$ cat src/rtl/bin_to_bcd_seq.sv
// rtl/bin_to_bcd_seq.sv - sequential multi-channel binary-to-BCD converter (shared double-dabble engine)
//
// Converts CH unsigned WIDTH-bit channels into DIGITS packed BCD digits each,
// one channel at a time, through a single shift-and-add-3 engine.
//
// Parameters:
//   WIDTH  (>= 4)  binary width of each channel
//   DIGITS (>= 1)  BCD digits produced per channel
//   CH             number of channels
//
// Ports:
//   clk      in   rising-edge clock
//   rst      in   asynchronous active-high reset
//   start    in   conversion request, sampled only when idle
//   bin_in   in   CH*WIDTH, channel i at [i*WIDTH +: WIDTH]
//   busy     out  high while a conversion is in flight (including the done cycle)
//   done     out  one-cycle pulse when bcd_out/ovf hold fresh results
//   bcd_out  out  CH*DIGITS*4, channel i at [i*DIGITS*4 +: DIGITS*4], LS digit in low nibble
//   ovf      out  CH, bit i set when channel i >= 10^DIGITS (digits then saturate to 9s)
//
// Build option:
//   BCD_BLANK_EN  when defined, leading zero digits (never digit 0, never on
//                 overflow) are replaced by the blank code 4'hF at staging time.

module bin_to_bcd_seq #(
    parameter int WIDTH  = 6,
    parameter int DIGITS = 2,
    parameter int CH     = 3
) (
    input  logic                    clk,
    input  logic                    rst,
    input  logic                    start,
    input  logic [CH*WIDTH-1:0]     bin_in,
    output logic                    busy,
    output logic                    done,
    output logic [CH*DIGITS*4-1:0]  bcd_out,
    output logic [CH-1:0]           ovf
);

    // Digits needed to represent any WIDTH-bit value, and scratch layout:
    // BCD digits in the upper NI*4 bits, binary operand in the low WIDTH bits.
    localparam int NI   = (WIDTH + 2) / 3;
    localparam int SW   = NI * 4 + WIDTH;
    localparam int MAXD = (NI > DIGITS) ? NI : DIGITS;
    localparam int DW   = DIGITS * 4;
    localparam int IW   = (CH > 1) ? $clog2(CH) : 1;
    localparam int CW   = $clog2(WIDTH + 1);

    typedef enum logic [2:0] {
        S_IDLE,
        S_LOAD,
        S_SHIFT,
        S_STORE,
        S_DONE
    } state_t;

    state_t                 state_q, state_d;
    logic [CH*WIDTH-1:0]    hold_q, hold_d;
    logic [IW-1:0]          idx_q, idx_d;
    logic [CW-1:0]          cnt_q, cnt_d;
    logic [SW-1:0]          scratch_q, scratch_d;
    logic [CH*DW-1:0]       stage_q, stage_d;
    logic [CH-1:0]          stage_ovf_q, stage_ovf_d;
    logic [CH*DW-1:0]       bcd_out_q, bcd_out_d;
    logic [CH-1:0]          ovf_q, ovf_d;
    logic                   busy_q, busy_d;
    logic                   done_q, done_d;

    logic [WIDTH-1:0]       sel_bin;
    logic [SW-1:0]          adj;
    logic [MAXD*4-1:0]      ext;
    logic                   ovf_c;
    logic [DW-1:0]          staged;
`ifdef BCD_BLANK_EN
    logic                   seen_nz;
`endif

    always_comb begin
        state_d     = state_q;
        hold_d      = hold_q;
        idx_d       = idx_q;
        cnt_d       = cnt_q;
        scratch_d   = scratch_q;
        stage_d     = stage_q;
        stage_ovf_d = stage_ovf_q;
        bcd_out_d   = bcd_out_q;
        ovf_d       = ovf_q;

        sel_bin = hold_q[int'(idx_q)*WIDTH +: WIDTH];

        // Add-3 correction on every BCD digit that would reach >= 10 after the shift.
        adj = scratch_q;
        for (int d = 0; d < NI; d++) begin
            if (scratch_q[WIDTH+d*4 +: 4] >= 4'd5)
                adj[WIDTH+d*4 +: 4] = scratch_q[WIDTH+d*4 +: 4] + 4'd3;
        end

        // Zero-extended digit view so DIGITS > NI simply reads leading zeros.
        ext = (MAXD*4)'(scratch_q[SW-1:WIDTH]);

        ovf_c = 1'b0;
        for (int d = DIGITS; d < MAXD; d++) begin
            if (ext[d*4 +: 4] != 4'd0)
                ovf_c = 1'b1;
        end

        for (int d = 0; d < DIGITS; d++)
            staged[d*4 +: 4] = ovf_c ? 4'h9 : ext[d*4 +: 4];

`ifdef BCD_BLANK_EN
        // Walk from the top digit down, blanking zeros until the first nonzero digit.
        seen_nz = 1'b0;
        if (!ovf_c) begin
            for (int d = DIGITS - 1; d >= 1; d--) begin
                if (staged[d*4 +: 4] != 4'd0)
                    seen_nz = 1'b1;
                else if (!seen_nz)
                    staged[d*4 +: 4] = 4'hF;
            end
        end
`endif

        case (state_q)
            S_IDLE: begin
                if (start) begin
                    hold_d  = bin_in;
                    idx_d   = '0;
                    state_d = S_LOAD;
                end
            end
            S_LOAD: begin
                scratch_d = SW'(sel_bin);
                cnt_d     = '0;
                state_d   = S_SHIFT;
            end
            S_SHIFT: begin
                scratch_d = {adj[SW-2:0], 1'b0};
                cnt_d     = cnt_q + CW'(1);
                if (cnt_q == CW'(WIDTH - 1))
                    state_d = S_STORE;
            end
            S_STORE: begin
                stage_d[int'(idx_q)*DW +: DW] = staged;
                stage_ovf_d[idx_q]            = ovf_c;
                if (idx_q == IW'(CH - 1)) begin
                    state_d = S_DONE;
                end else begin
                    idx_d   = idx_q + IW'(1);
                    state_d = S_LOAD;
                end
            end
            S_DONE: begin
                state_d = S_IDLE;
            end
            default: begin
                state_d = S_IDLE;
            end
        endcase

        // Outputs update all at once, from the staging buffer including the
        // channel being written on this same edge.
        if (state_d == S_DONE) begin
            bcd_out_d = stage_d;
            ovf_d     = stage_ovf_d;
        end

        busy_d = (state_d != S_IDLE);
        done_d = (state_d == S_DONE);
    end

    always_ff @(posedge clk or posedge rst) begin
        if (rst) begin
            state_q     <= S_IDLE;
            hold_q      <= '0;
            idx_q       <= '0;
            cnt_q       <= '0;
            scratch_q   <= '0;
            stage_q     <= '0;
            stage_ovf_q <= '0;
            bcd_out_q   <= '0;
            ovf_q       <= '0;
            busy_q      <= 1'b0;
            done_q      <= 1'b0;
        end else begin
            state_q     <= state_d;
            hold_q      <= hold_d;
            idx_q       <= idx_d;
            cnt_q       <= cnt_d;
            scratch_q   <= scratch_d;
            stage_q     <= stage_d;
            stage_ovf_q <= stage_ovf_d;
            bcd_out_q   <= bcd_out_d;
            ovf_q       <= ovf_d;
            busy_q      <= busy_d;
            done_q      <= done_d;
        end
    end

    assign busy    = busy_q;
    assign done    = done_q;
    assign bcd_out = bcd_out_q;
    assign ovf     = ovf_q;

endmodule
$ cat config.mk
export PLATFORM = sky130hd
export DESIGN_NAME = bin_to_bcd_seq
export DESIGN_NICKNAME = d
export VERILOG_FILES = /design/src/rtl/bin_to_bcd_seq.sv
export SDC_FILE = /design/constraint.sdc
export NUM_CORES = 1
export LEC_CHECK = 0
export ABC_AREA = 1
export CORE_MARGIN = 3
export CORE_UTILIZATION = 50
export DETAILED_ROUTE_END_ITERATION = 8
export GPL_TIMING_DRIVEN = 0
export PLACE_DENSITY = 0.79
export SLEW_MARGIN = 20
export SYNTH_ARGS = -nofsm -noshare
export SYNTH_HDL_FRONTEND = slang
export SYNTH_SLANG_ARGS = --single-unit
$ cat constraint.sdc
create_clock -name clk -period 3 [get_ports clk]
set_input_delay 0.75 -clock clk [delete_from_list [all_inputs] [get_ports clk]]
set_output_delay 0.75 -clock clk [all_outputs]
set_load 0.005 [all_outputs]
======== Yosys cells after proc, flatten, opt, wreduce, memory -nomap -nowiden ========
Index checks and enable logic that the tools add are counted.
cells by class
  muxes and demuxes ....................... 16
  $mul .................................... 1
  $add $sub $neg .......................... 5
  reduce and logical (&&, ||, !) cells .... 7
  bitwise gates (word level) .............. 2
  shift-type cells ........................ 3
  equal/unequal tests ..................... 8
  magnitude comparators ................... 4
operators with widths
  cell                                                   count
  negator 5 -> 33 bit                                    1
  variable shift 8 x 33 -> 24 bit, first input constant  1
  indexed part select 8 x 33 -> 24 bit                   1
  one-hot mux 14 bit (2 select lines)                    1
  bitwise mux 24 bit                                     1
  two-way mux 24 bit                                     1
  indexed part select 18 x 6 -> 6 bit                    1
  two-way mux 3 bit                                      5
  one-hot mux 3 bit (4 select lines)                     1
  >= comparator 4 x 3 -> 1 bit, second input constant    2
  == test 3 x 2 -> 1 bit, second input constant          2
  == test 3 bit, second input constant                   2
  one-hot mux 3 bit (2 select lines)                     1
  adder 4 x 2 -> 4 bit, second input constant            1
  multiplier 2 x 2 -> 4 bit, second input constant       1
  two-way mux 2 bit                                      2
  two-way mux 4 bit                                      1
  != test 2 bit, second input constant                   2
  one-hot mux 2 bit (2 select lines)                     1
  nonzero test 2 bit                                     2
  adder 3 x 1 -> 3 bit, second input constant            1
  adder 3 x 2 -> 3 bit, second input constant            1
  AND 3 bit                                              1
  == test 3 x 1 -> 1 bit, second input constant          1
  12 further kinds                                       12
storage, ports and cells
  output and inout bits ................... 29
  register bits after elaboration ......... 96
  word-level logic and storage cells ...... 57
  bits of input ports ..................... 21

======== Logic depth before layout (Yosys ltp) ========
  word-level depth ........................ 7
  depth in mapped cells ................... 12
  mapped depth without buffers ............ 9

======== Least setup slack after synthesis ========
No wires, ideal clock.
  path type ............................... register to register
  start point ............................. register idx_q[0]
  end point ............................... register bcd_out_q[18], in the netlist bcd_out[18]
  clock period less this slack ............ 1.828 ns
  setup slack ............................. 1.172 ns
  arrival time ............................ 1.711 ns
  cell stages (with the launch flop) ...... 12
  library setup time ...................... 0.116 ns
  path buffers ............................ 3
  data required time ...................... 2.884 ns
  path through ............................ dfrtp_1 buf_2 inv_1 buf_2 ha_1 buf_2 nand2_1 nor2_1 nand2_1 nand2_1 nand2_1 nand2_1
on the way
  longest elaborated chain between the ends .. 4
  elaborated cells on any way between the ends .. 9
  classes of those cells .................. 1 x add/sub; 2 x eq/ne; 2 x shift; 4 x mux
ends and longest elaborated chain
  element                                                                                         line  text
  start, declared                                                                                 59    logic [IW-1:0] idx_q, idx_d;
  start signal, assigned                                                                          187   idx_q <= idx_d;
  negator 5 -> 33 bit *                                                                           143   stage_d[int'(idx_q)*DW +: DW] = staged;
  indexed part select 8 x 33 -> 24 bit / variable shift 8 x 33 -> 24 bit (equally long branches)  143
  bitwise mux 24 bit *                                                                            143
  two-way mux 24 bit *                                                                            123   case (state_q)
  named net stage_d[18]                                                                           62    logic [CH*DW-1:0] stage_q, stage_d;
  end signal, assigned                                                                            192   bcd_out_q <= bcd_out_d;
  end, declared                                                                                   64    logic [CH*DW-1:0] bcd_out_q, bcd_out_d;
The timed path passes the listed nets; every way through them passes the cells marked *.
A chain may end at the register's enable or synchronous reset.

======== Final worst setup path ========
  start point ............................. register idx_q[0]
  end point ............................... register bcd_out_q[19], in the netlist bcd_out[19]
Same word-level chain as after synthesis.

==> summary.txt <==
Area after DPL - 5060 µm²
GPL Wtd Cong - 0.860
CP startpoint kind - register
Class of the worst hold path - register to register
Max Slew Vio Count - 0
Syn Nets - 570
Outcome - completed
Worst hold slack - 0.481 ns
Post-CTS setup buffers - 0
Grt ovf - 0
Hold Violations, Final - 0
Finished Cell Area - 5260 µm²
TritonCTS Buffers - 9
Cells after synthesis - 537
DR DRC count - 0
Initial antenna violation count - 0
Slew @ Worst Pin - 0.521 ns
Main synth FF type - dfrtp_1
Combinational share of power - 36.9%
Via count of the first global-routing pass - 3634
Crit-path max cell delay - 0.41 ns
Worst Clk Skew - 0.0115 ns
Hold Crit Depth - 2
CP max-delay cell - dfrtp_1
Maximum fanout along the worst path - 13
RR Startpoint - idx_q[0]
Largest net degree at the start of global routing - 30
Fmax - 445 MHz
Post-layout minimum cycle time - 2.25 ns
Core area - 8340 µm²
Clk sinks - 95
Relative slew slack - 65.2%
Post-synth top area share - 54.4%
I/O pins - 50
Switching power - 1.63 mW
Finish-stage setup viols - 0
Worst-path clk slew - 0.10 ns
Syn Area/Cell - 8.14 µm²
Leakage power - 2.70 nW
First drt pass iteration count - 5
Total Routing Usage GR - 20.9%
Die width - 99.5 µm
Worst endpoint required time - 3.26 ns
Internal power - 2.62 mW
FF+latch count, synth - 95
Final HPWL DP - 6980 µm
CTS tree - built
EDFF count, synth - 0
Ys async rst share - 100%
Std-Cell Rows - 33
Area contributors post-synth - dfrtp_1 54%, nand2_1 22%, inv_1 3.5%
Ant. Diodes - 0
Starting density of the core - 52.4%
First-pass GRT wire length - 16600 µm
Fillcell total - 698
Pre-CTS setup slack - 0.764 ns
Post-synth top area cell - dfrtp_1
Min-delay src - scratch_q[3]
Later-pin clock latency in the skew report - 0.36 ns
Drt wl/cell - 13.2 µm
Port buffer count - 49
Max_cap viols - 0
Critical path class - register to register
Setup slack after layout - 0.752 ns
Detail Route Antenna Nets - 0
Pwr Total - 4.25 mW
CTS root buf - clkbuf_8
PostCTS Resize Cnt - 0
Worst setup path start - idx_q[0]
Cts-stage hold buffer count - 0
Setup TNS - 0 ns
Yosys warns - 0
WL final - 9400 µm
Layout area overhead - 20.4%
H-tree level count - 3
Share of cells above drive strength 1 - 8.93%
Cell Pwr Density - 809 nW/µm²
Clock power share - 19.9%
Die Height - 99.5 µm
Count leader, synth - nand2_1
Sequential element share of the synthesized area - 54.4%
Layout Nets - 633
Via count - 3595
Tcrit/Tclk final - 74.9%
RSZ-0062 raised after global routing - false
R2r worst-path depth - 11
Net Sw Frac - 38.3%
Peak VDD IR - 487 µV
Drt initial violations - 262
Via density - 5.06
Synth Cell Area - 4370 µm²
Worst-path cell chain - buf_2, inv_1, buf_2, ha_1, buf_2, nand2_1, nor2_1, nand2_1, nand2_1, nand2_1, nand2_1
Worst path most repeated cell - nand2_1
Die area - 9900 µm²
Library cells used by synthesis - 28
Worst setup EP type - register
Final Util - 63.1%
Reg power frac - 43.2%
Final cell count without fillers - 710
CTS Buffer Depth - 2
Top cells by count, synth - 256 x nand2_1, 95 x dfrtp_1, 41 x inv_1, 27 x nand3_1, 25 x nor2_1
Crit path DAT - 2.51 ns
Placed Instances - 694
cell type report:
cell class / count / area (µm²) / share of cell area (%)
sequential: 95 / 2380 / 45.2
tap: 105 / 131 / 2.50
clock buffer: 10 / 138 / 2.62
inverter: 48 / 190 / 3.62
clock inverter: 6 / 60.1 / 1.14
multi-input combinational: 377 / 1700 / 32.2
buffer: 17 / 110 / 2.09
timing repair buffer: 52 / 558 / 10.6
power groups by stage:
stage                     Combinational, mW  Clock (mW)  Sequential [mW]
after floorplan                        1.12           0             1.80
after global placement                 1.49           0             1.84
after detailed placement               1.57           0             1.86
after CTS                              1.58       0.858             1.83
after global routing                   1.81       0.908             1.88
final                                  1.57       0.847             1.84
cell families (layout without fill, tap and decap cells):
group | count (synthesis) | after routing | share of synthesized area, %
simple gates | 330 | 330 | 31.2
buf+inv | 65 | 133 | 6.79
fa+ha+maj | 12 | 12 | 3.44
flops | 95 | 95 | 54.4
xor+xnor | 1 | 1 | 0.200
compound gates | 34 | 34 | 3.98
layout by cell type (no fill, tap or decap), drive strengths merged:
master and instances:
or2 4, xnor2 1, dfrtp 95, nand3 30, a21oi 3, and2 1
clkbuf 11, clkinv 7, nand4 1, clkinvlp 3, nand2 258, inv 43
nor3 7, o21ai 28, nor2 29, ha 12, buf 19, o22ai 3
clkdlybuf4s50 49, bufinv 1
critical path: cells and delay by family (launching register included):
kind,cells,cell delay [ns]
adder cells (fa/ha/maj),1,0.29
flip-flops,1,0.41
buffers and inverters,4,0.86
AND/OR/NAND/NOR,6,0.59
per-layer routing:
| metal | track usage (%) | share of wire, % |
|---|---|---|
| met3 | 3.16 | 3.4 |
| met5 | 0 | 0 |
| met4 | 7.46 | 1.4 |
| met2 | 33.8 | 49 |
| met1 | 28.7 | 46 |
registers in the layout, indices dropped and copies added, names as in the netlist:
signal	count
bcd_out	24
stage_q	24
hold_q	18
scratch_q	14
cnt_q	3
ovf	3
state_q	3
idx_q	2
stage_ovf_q	2
busy	1
done	1
worst paths after layout:
kind	end	slack [ns]
worst max-delay path	bcd_out[19]	0.75
worst min-delay path	scratch_q[3]	0.48
worst max register to register	bcd_out[19]	0.75
worst min register to register	scratch_q[3]	0.48
max in group asynchronous	scratch_q[12]	1.56
min in group asynchronous	bcd_out[18]	0.77
No activity file was read; power rests on OpenSTA's default activity.
